File: config.mk
export PLATFORM = sky130hd
export DESIGN_NAME = decode_pipe
export DESIGN_NICKNAME = d
export VERILOG_FILES = /design/src/rtl/decode_pipe.sv
export SDC_FILE = /design/constraint.sdc
export NUM_CORES = 1
export LEC_CHECK = 0
export CORE_MARGIN = 3
export CORE_UTILIZATION = 54
export DETAILED_ROUTE_END_ITERATION = 7
export PLACE_DENSITY = 0.95
export SYNTH_ARGS = -nofsm -noshare
export SYNTH_HDL_FRONTEND = slang
export SYNTH_SLANG_ARGS = --single-unit
export TNS_END_PERCENT = 50
File: constraint.sdc
create_clock -name i_clk -period 10.1 [get_ports i_clk]
set_clock_uncertainty 0.15 [all_clocks]
set_input_delay 2.02 -clock i_clk [delete_from_list [all_inputs] [get_ports i_clk]]
set_output_delay 2.02 -clock i_clk [all_outputs]
set_load 0.01 [all_outputs]
File: src/rtl/decode_pipe.sv
// RV32I decode stage feeding a BUF_DEPTH-entry bundle FIFO; DECODE_ILLEGAL_EN enables illegal-op flagging and stall.
// Latency: an accepted instruction reaches o_valid one cycle later at the earliest (no bypass).
// Backpressure: o_ready drops when full, on a load-use hazard, during flush, or while an illegal entry is queued.
module decode_pipe #(
  parameter int XLEN             = 32,
  parameter int BUF_DEPTH        = 2,
  parameter int LOAD_USE_BUBBLES = 1
) (
  input  logic            i_clk,
  input  logic            i_rst,
  input  logic            i_flush,
  input  logic            i_valid,
  output logic            o_ready,
  input  logic [31:0]     i_inst,
  input  logic [XLEN-1:0] i_pc,
  output logic            o_valid,
  input  logic            i_ready,
  output logic [XLEN-1:0] o_pc,
  output logic [4:0]      o_rs1,
  output logic [4:0]      o_rs2,
  output logic [4:0]      o_rd,
  output logic [5:0]      o_format,
  output logic [2:0]      o_opsel,
  output logic            o_sub,
  output logic            o_arith,
  output logic            o_unsigned,
  output logic            o_alu_src1,
  output logic            o_alu_src2,
  output logic            o_u_zero,
  output logic            o_rd_wen,
  output logic            o_mem_wen,
  output logic            o_mem_to_reg,
  output logic            o_illegal
);

  localparam int PW  = (BUF_DEPTH > 1) ? $clog2(BUF_DEPTH) : 1;
  localparam int CW  = $clog2(BUF_DEPTH + 1);
  localparam int LCW = (LOAD_USE_BUBBLES > 1) ? $clog2(LOAD_USE_BUBBLES + 1) : 1;

  localparam logic [6:0] OP_R      = 7'b0110011;
  localparam logic [6:0] OP_IMM    = 7'b0010011;
  localparam logic [6:0] OP_LOAD   = 7'b0000011;
  localparam logic [6:0] OP_JALR   = 7'b1100111;
  localparam logic [6:0] OP_STORE  = 7'b0100011;
  localparam logic [6:0] OP_BRANCH = 7'b1100011;
  localparam logic [6:0] OP_LUI    = 7'b0110111;
  localparam logic [6:0] OP_AUIPC  = 7'b0010111;
  localparam logic [6:0] OP_JAL    = 7'b1101111;

  localparam logic [5:0] FMT_R = 6'b000001;
  localparam logic [5:0] FMT_I = 6'b000010;
  localparam logic [5:0] FMT_S = 6'b000100;
  localparam logic [5:0] FMT_B = 6'b001000;
  localparam logic [5:0] FMT_U = 6'b010000;
  localparam logic [5:0] FMT_J = 6'b100000;

  typedef struct packed {
    logic [XLEN-1:0] pc;
    logic [4:0]      rs1;
    logic [4:0]      rs2;
    logic [4:0]      rd;
    logic [5:0]      format;
    logic [2:0]      opsel;
    logic            sub;
    logic            arith;
    logic            unsgn;
    logic            alu_src1;
    logic            alu_src2;
    logic            u_zero;
    logic            rd_wen;
    logic            mem_wen;
    logic            mem_to_reg;
    logic            illegal;
  } bundle_t;

  bundle_t           mem [BUF_DEPTH];
  bundle_t           dec;
  bundle_t           head;
  logic [PW-1:0]     rd_ptr;
  logic [PW-1:0]     wr_ptr;
  logic [CW-1:0]     count;
  logic [LCW-1:0]    ld_cnt;
  logic [4:0]        ld_rd;
  logic [BUF_DEPTH-1:0] slot_vld;
  logic              full;
  logic              enq;
  logic              deq;
  logic              hazard;
  logic              ill_queued;
  logic              q_hit1;
  logic              q_hit2;
  logic              use_rs1;
  logic              use_rs2;
  logic              hit1;
  logic              hit2;
  logic [6:0]        opcode;
  logic [2:0]        f3;
  logic              unused_bits;

  assign opcode      = i_inst[6:0];
  assign f3          = i_inst[14:12];
  assign unused_bits = ^{i_inst[31], i_inst[29:25]};

  always_comb begin
    dec     = '0;
    dec.pc  = i_pc;
    dec.rs1 = i_inst[19:15];
    dec.rs2 = i_inst[24:20];
    dec.rd  = i_inst[11:7];
    case (opcode)
      OP_R: begin
        dec.format = FMT_R;
        dec.opsel  = f3;
        dec.sub    = i_inst[30];
        dec.arith  = i_inst[30];
        dec.unsgn  = (f3 == 3'b011);
        dec.rd_wen = 1'b1;
      end
      OP_IMM: begin
        dec.format   = FMT_I;
        dec.opsel    = f3;
        dec.arith    = (f3 == 3'b101) & i_inst[30];
        dec.unsgn    = (f3 == 3'b011);
        dec.alu_src2 = 1'b1;
        dec.rd_wen   = 1'b1;
      end
      OP_LOAD: begin
        dec.format     = FMT_I;
        dec.alu_src2   = 1'b1;
        dec.rd_wen     = 1'b1;
        dec.mem_to_reg = 1'b1;
      end
      OP_JALR: begin
        dec.format   = FMT_I;
        dec.alu_src1 = 1'b1;
        dec.alu_src2 = 1'b1;
        dec.rd_wen   = 1'b1;
`ifdef DECODE_ILLEGAL_EN
        dec.illegal  = (f3 != 3'b000);
`endif
      end
      OP_STORE: begin
        dec.format   = FMT_S;
        dec.alu_src2 = 1'b1;
        dec.mem_wen  = 1'b1;
      end
      OP_BRANCH: begin
        dec.format = FMT_B;
        dec.sub    = 1'b1;
        dec.unsgn  = (f3[2:1] == 2'b11);
      end
      OP_LUI: begin
        dec.format   = FMT_U;
        dec.alu_src2 = 1'b1;
        dec.u_zero   = 1'b1;
        dec.rd_wen   = 1'b1;
      end
      OP_AUIPC: begin
        dec.format   = FMT_U;
        dec.alu_src1 = 1'b1;
        dec.alu_src2 = 1'b1;
        dec.rd_wen   = 1'b1;
      end
      OP_JAL: begin
        dec.format   = FMT_J;
        dec.alu_src1 = 1'b1;
        dec.alu_src2 = 1'b1;
        dec.rd_wen   = 1'b1;
      end
      default: begin
`ifdef DECODE_ILLEGAL_EN
        dec.illegal = 1'b1;
`endif
      end
    endcase
`ifdef DECODE_ILLEGAL_EN
    if (dec.illegal) begin
      dec.rd_wen     = 1'b0;
      dec.mem_wen    = 1'b0;
      dec.mem_to_reg = 1'b0;
    end
`endif
  end

  // Slot i holds live data when its distance from the read pointer is below count.
  always_comb begin
    slot_vld   = '0;
    q_hit1     = 1'b0;
    q_hit2     = 1'b0;
    ill_queued = 1'b0;
    for (int i = 0; i < BUF_DEPTH; i++) begin
      slot_vld[i] = (int'(PW'(i) - rd_ptr) < int'(count));
      if (slot_vld[i]) begin
        if (mem[i].mem_to_reg && (mem[i].rd != 5'd0)) begin
          if (mem[i].rd == dec.rs1) q_hit1 = 1'b1;
          if (mem[i].rd == dec.rs2) q_hit2 = 1'b1;
        end
        if (mem[i].illegal) ill_queued = 1'b1;
      end
    end
  end

  assign use_rs1 = |(dec.format & (FMT_R | FMT_I | FMT_S | FMT_B));
  assign use_rs2 = |(dec.format & (FMT_R | FMT_S | FMT_B));
  assign hit1    = (dec.rs1 != 5'd0) & (q_hit1 | ((ld_cnt != '0) & (dec.rs1 == ld_rd)));
  assign hit2    = (dec.rs2 != 5'd0) & (q_hit2 | ((ld_cnt != '0) & (dec.rs2 == ld_rd)));
  assign hazard  = i_valid & ((use_rs1 & hit1) | (use_rs2 & hit2));

  assign full    = (count == CW'(BUF_DEPTH));
  assign o_valid = (count != '0);
`ifdef DECODE_ILLEGAL_EN
  assign o_ready = !full & !hazard & !i_flush & !ill_queued;
`else
  assign o_ready = !full & !hazard & !i_flush;
`endif
  assign enq = i_valid & o_ready;
  assign deq = o_valid & i_ready;

  function automatic logic [PW-1:0] ptr_inc(input logic [PW-1:0] p);
    return (BUF_DEPTH == 1) ? '0 : p + 1'b1;
  endfunction

  always_ff @(posedge i_clk) begin
    if (i_rst) begin
      rd_ptr <= '0;
      wr_ptr <= '0;
      count  <= '0;
      ld_cnt <= '0;
      ld_rd  <= '0;
    end else if (i_flush) begin
      rd_ptr <= '0;
      wr_ptr <= '0;
      count  <= '0;
      ld_cnt <= '0;
    end else begin
      if (enq) wr_ptr <= ptr_inc(wr_ptr);
      if (deq) rd_ptr <= ptr_inc(rd_ptr);
      case ({enq, deq})
        2'b10:   count <= count + 1'b1;
        2'b01:   count <= count - 1'b1;
        default: count <= count;
      endcase
      if (deq && head.mem_to_reg && (head.rd != 5'd0)) begin
        ld_rd  <= head.rd;
        ld_cnt <= LCW'(LOAD_USE_BUBBLES);
      end else if (ld_cnt != '0) begin
        ld_cnt <= ld_cnt - 1'b1;
      end
    end
  end

  // Storage needs no reset: every read is qualified by count.
  always_ff @(posedge i_clk) begin
    if (enq) mem[wr_ptr] <= dec;
  end

  assign head         = o_valid ? mem[rd_ptr] : '0;
  assign o_pc         = head.pc;
  assign o_rs1        = head.rs1;
  assign o_rs2        = head.rs2;
  assign o_rd         = head.rd;
  assign o_format     = head.format;
  assign o_opsel      = head.opsel;
  assign o_sub        = head.sub;
  assign o_arith      = head.arith;
  assign o_unsigned   = head.unsgn;
  assign o_alu_src1   = head.alu_src1;
  assign o_alu_src2   = head.alu_src2;
  assign o_u_zero     = head.u_zero;
  assign o_rd_wen     = head.rd_wen;
  assign o_mem_wen    = head.mem_wen;
  assign o_mem_to_reg = head.mem_to_reg;
  assign o_illegal    = head.illegal;

endmodule
=== After elaboration in Yosys (flattened, before gate mapping) ===
Memory sizes are Yosys's and may differ from the RTL's. A register that Yosys moved wholly into a read port is not among the register bits.
Cells that the tools add are included.
W data, S select, Z words.

* Bits in registers: 10
* Memory bits (writable): 130
* Input port bits: 69
* Output and inout bits: 68
* Word-level logic and storage cells: 107
* Memories: 1

{| class="wikitable"
|+ Memories
! memory !! depth !! bits a word !! rd ports !! clocked after memory_dff !! write ports !! line !! text
|-
| mem || 2 || 65 || 3 || 1 || 1 || 76 || <nowiki>bundle_t mem [BUF_DEPTH];</nowiki>
|}

* $add $sub $neg: 7
* Order comparisons: 2
* Eq/ne operators: 21
* Muxes and demuxes: 31
* Bitwise gates (word level): 16
* Reduce and logical (&&, ||, !) cells: 24

{| class="wikitable"
|+ Operators by type and width
! operator !! count
|-
| $mux W66 || 1
|-
| $pmux W6 S6 || 1
|-
| $eq A5 B5 Y1 || 6
|-
| $reduce_bool A5 Y1 || 5
|-
| $mux W1 || 24
|-
| $eq A7 B6 Y1 const B || 3
|-
| $eq A7 B7 Y1 const B || 3
|-
| $eq A7 B5 Y1 const B || 2
|-
| $reduce_or A7 Y1 || 2
|-
| $and A1 B1 Y1 || 12
|-
| $reduce_or A3 Y1 || 3
|-
| $eq A7 B2 Y1 const B || 1
|-
| $eq A2 B2 Y1 const B || 3
|-
| $lt A2 B3 Y1 || 2
|-
| $pmux W1 S2 || 3
|-
| $reduce_or A2 Y1 || 3
|-
| $logic_and A1 B1 Y1 || 4
|-
| $pmux W2 S2 || 1
|-
| $reduce_bool A2 Y1 || 2
|-
| $reduce_or A4 Y1 || 1
|-
| $sub A1 B1 Y2 const A || 2
|-
| $eq A3 B2 Y1 const B || 1
|-
| $eq A3 B3 Y1 const B || 1
|-
| $logic_not A1 Y1 || 3
|-
| other kinds (9) || 12
|}

=== Longest topological paths before layout ===
An unclocked memory read counts as a cell.

* Depth in word-level cells: 19
* Depth in mapped cells: 11
* Gate-level depth less buffers: 10

=== Worst setup path after synthesis ===
OpenSTA, ideal clock, no wires.

* Path kind: input -> register
* Start: input port i_inst[21]
* End: memory mem[0][0] in the netlist's numbering, enable pin
* Setup time: 0.488 ns
* Arrival: 6.022 ns
* Data required time: 9.462 ns
* Setup slack: 3.439 ns
* Stages: 6
* Buffers on the path: 0
* Path through: or4_1 > o211ai_2 > nor4_1 > nor4_4 > a21oi_1 > nor2_1

* Longest elaborated chain between the ends: 18
* Elaborated cells between the ends (all ways): 22
* Those cells by class: eq/ne (3); mux (8); bitwise (9); reduce/logical (2)

{| class="wikitable"
|+ Ends and longest elaborated chain
! element !! line !! text
|-
| start, declared || 14 || <nowiki>input logic [31:0] i_inst,</nowiki>
|-
| $eq A5 B5 Y1 || 196 || <nowiki>if (mem[i].rd == dec.rs2) q_hit2 = 1'b1;</nowiki>
|-
| $mux W1 || 196 ||
|-
| $mux W1 || 194 || <nowiki>if (mem[i].mem_to_reg && (mem[i].rd != 5'd0)) begin</nowiki>
|-
| $mux W1 || 193 || <nowiki>if (slot_vld[i]) begin</nowiki>
|-
| $mux W1 || 196 ||
|-
| $mux W1 || 194 ||
|-
| $mux W1 || 193 ||
|-
| $or A1 B1 Y1 || 206 || <nowiki>assign hit2 = (dec.rs2 != 5'd0) & (q_hit2 | ((ld_cnt != '0) & (dec.rs2 == ld_rd)));</nowiki>
|-
| $and A1 B1 Y1 * || 206 ||
|-
| $and A1 B1 Y1 * || 207 || <nowiki>assign hazard = i_valid & ((use_rs1 & hit1) | (use_rs2 & hit2));</nowiki>
|-
| $or A1 B1 Y1 * || 207 ||
|-
| $and A1 B1 Y1 * || 207 ||
|-
| $logic_not A1 Y1 * || 214 || <nowiki>assign o_ready = !full & !hazard & !i_flush;</nowiki>
|-
| $and A1 B1 Y1 * (2 in a row) || 214 ||
|-
| $and A1 B1 Y1 * || 216 || <nowiki>assign enq = i_valid & o_ready;</nowiki>
|-
| $mux W1 * || 254 || <nowiki>if (enq) mem[wr_ptr] <= dec;</nowiki>
|-
| $mux W1 (implied by the code) * || 254 ||
|-
| end, declared || 76 ||
|}

Every way passes the cells marked *; elsewhere a longest branch is shown, timed or not.

=== Worst setup path in the final report ===
* Start: input port i_inst[21]
* End: output port o_ready

* Longest elaborated chain between the ends: 15
* Elaborated cells between the ends (all ways): 19
* Those cells by class: eq/ne (3); mux (6); bitwise (8); reduce/logical (2)

{| class="wikitable"
|+ Ends and longest elaborated chain
! element !! line !! text
|-
| $eq A5 B5 Y1 || 196 ||
|-
| $mux W1 || 196 ||
|-
| $mux W1 || 194 ||
|-
| $mux W1 || 193 ||
|-
| $mux W1 || 196 ||
|-
| $mux W1 || 194 ||
|-
| $mux W1 || 193 ||
|-
| $or A1 B1 Y1 || 206 ||
|-
| $and A1 B1 Y1 * || 206 ||
|-
| $and A1 B1 Y1 * || 207 ||
|-
| $or A1 B1 Y1 * || 207 ||
|-
| $and A1 B1 Y1 * || 207 ||
|-
| $logic_not A1 Y1 * || 214 ||
|-
| $and A1 B1 Y1 * (2 in a row) || 214 ||
|-
| end, declared || 13 || <nowiki>output logic o_ready,</nowiki>
|}

Marks and branches as above.

==> run metrics <==
status=completed; Sink Count=141; Finish-stage setup viols=0; Via-to-Cell Ratio=5.50; DIE WIDTH=113 µm; ys flop type=edfxtp_1; vias=4012; gr usage total=21.4%; die area=12700 µm²; Antenna Cells=0; flops & latches, synth=141; worst path required time=7930 ps; DRC Markers=0; HPWL Detailed=8630 µm; Cells on Worst Hold Path=2; post-layout minimum cycle time=6980 ps; Tightest Pin Transition=1120 ps; share of post-route cells with drive strength above 1=8.32%; vias in the first global route=4162; CTS buffer count=17; worst slack, placed=3140 ps; Reg clk slew, reported paths=60 ps; fin crit share=69.1%; asr flop ratio synth=0%; Hold Vio Cnt, Final=0; # fillers=715; CTS root buf=clkbuf_16; GPL Wtd Cong=0.827; cell row count=38; CTS-repair resized insts=0; core region area=11000 µm²; num ports=137; Post-Syn Instances=446; hold bufs inserted after CTS=0; Post-Syn Nets=516; Worst EP arrival=4810 ps; Startpoint Class=input pin; Power per Cell Area=177 nW/µm²; Die Y=113 µm; layout net count=646; Leak Pwr=2.59 nW; synthesized area=6140 µm²; RSZ-0062 raised after global routing=false; I/O Buffers=129; clk_lat worst skew=410 ps; library cells used by synthesis=50; Max Slew Vio Count=0; crit end category=output port; Routed Antenna Nets=0; global-route wire length before repair=20900 µm; fin util=73.9%; Total Neg Setup Slack=0 ps; initial antenna violation count=0; Rel. slew slack=25.4%; Max IR drop VDD=89.7 µV; # Post-CTS Setup Buffers=0; clk buf depth=2; CTS tree=done; Post-synth EDFFs=130; DRT Wirelength=13300 µm; fmax=0.143 GHz; WL/cell=18.2 µm; MaxCap Viol Count=0; Starting Density=55.9%; # H-tree levels=4; register area share after synthesis=67.2%; Detailed Routing Iterations Pass 1=5; average cell area after synthesis=13.8 µm²; Reg2Reg Depth=7; total grt overflow=0; crit-path max FO=6; Hold Crit Class=reg2reg; YS warnings=0; Initial DRC Count=279; largest net degree at the start of global routing=66; CP Class=in2out; setup ws final=3120 ps; Area growth syn-to-layout=32.2%
where the power goes:
part	internal [mW]	switching (mW)	total (mW)
Combinational	0.0756	0.0768	0.152
Sequential	0.671	0.0141	0.685
Clock	0.363	0.233	0.596
through the flow:
stage | hold slack (ps) | std cells | cell area (µm²) | total power, mW
after floorplan | 323 | 446 | 6140 | 0.768
after global placement | 346 | 697 | 7540 | 0.843
after detailed placement | 355 | 697 | 7540 | 0.850
after CTS | 363 | 729 | 8120 | 1.45
after global routing | 396 | 729 | 8120 | 1.49
final | 368 | 729 | 8120 | 1.43
logic make-up (layout without fill, tap and decap cells):
logic type	after synthesis	count (layout)	synth area share (%)
xor+xnor	33	33	4.71
buf+inv	25	168	2.06
compound gates	28	28	3.26
simple gates	152	152	11.9
mux	65	65	10.6
flops	141	141	67.2
fa+ha+maj	1	1	0.204
other cells	1	1	0.0611
synth_stat cells, types with 2 or more instances:
cell type / instances / share of area [%]
edfxtp_1: 130 / 64
nor2_1: 87 / 5.3
mux2i_1: 65 / 11
xnor2_1: 30 / 4.3
nand2_1: 17 / 1.0
dfxtp_1: 11 / 3.6
a21oi_1: 9 / 0.73
buf_1: 9 / 0.55
nand3_1: 7 / 0.57
nor3_1: 6 / 0.49
and2_1: 5 / 0.51
nor4_1: 5 / 0.51
buf_2: 4 / 0.33
clkbuf_1: 4 / 0.24
inv_1: 4 / 0.24
o21ai_0: 4 / 0.33
or3_1: 4 / 0.41
or4_1: 4 / 0.49
nor4b_1: 3 / 0.43
xor2_1: 3 / 0.43
a22oi_1: 2 / 0.24
buf_4: 2 / 0.24
clkbuf_8: 2 / 0.45
nand4_1: 2 / 0.20
o211ai_1: 2 / 0.24
worst max-delay path: stages:
cell	delay (ps)
clkdlybuf4s50_1	550
or4_1	610
o211ai_2	210
nor4_1	120
nor4_4	350
nand2_1	120
a211oi_2	260
clkdlybuf4s50_1	570
per-layer routing:
metal / up-vias / GRT usage [%] / routed length, µm / part of all wire, %
li1: 1895 / - / - / -
met1: 1932 / 25.5 / 5290 / 40
met2: 167 / 37.6 / 6940 / 52
met3: 18 / 5.34 / 813 / 6.1
met4: 0 / 7.77 / 212 / 1.6
met5: - / 0 / 0 / 0
registers in the layout, indices dropped and copies added, names as in the netlist, named ones only:
signal	cells
wr_ptr	1
count	2
ld_cnt	1
mem	130
ld_rd	5
rd_ptr	1
cells in the final DEF (no fill, tap or decap), types with 3 or more instances in the layout:
| master | Yosys | routed |
|---|---|---|
| edfxtp_1 | 130 | 130 |
| clkdlybuf4s50_1 | 0 | 129 |
| nor2_1 | 87 | 84 |
| mux2i_1 | 65 | 65 |
| xnor2_1 | 30 | 30 |
| nand2_1 | 17 | 17 |
| clkbuf_16 | 0 | 17 |
| dfxtp_1 | 11 | 10 |
| a21oi_1 | 9 | 9 |
| nand3_1 | 7 | 7 |
| nor3_1 | 6 | 6 |
| and2_1 | 5 | 5 |
| nor4_1 | 5 | 5 |
| clkinvlp_4 | 0 | 5 |
| inv_1 | 4 | 4 |
| or3_1 | 4 | 4 |
| o21ai_0 | 4 | 4 |
| or4_1 | 4 | 4 |
| nor2_4 | 0 | 3 |
| nor4b_1 | 3 | 3 |
| xor2_1 | 3 | 3 |
| clkinv_4 | 0 | 3 |
| buf_4 | 2 | 3 |
layout make-up:
type	count	area [µm²]	share of cell area (%)
tap	140	175	2.16
sequential	141	4130	50.8
inverter	4	15.0	0.185
clock buffer	18	429	5.29
clock inverter	14	146	1.80
multi-input combinational	280	1910	23.5
timing repair buffer	132	1310	16.2
worst paths after layout:
check	start	endpoint	slack, ps
setup / recovery	i_inst[21]	o_ready	3120
hold / removal	ld_rd[2]	ld_rd[2]	370
setup reg to reg	mem[0][19]	mem[0][12]	6480
hold reg to reg	ld_rd[2]	ld_rd[2]	370
Power figures use the tool's default switching activity.
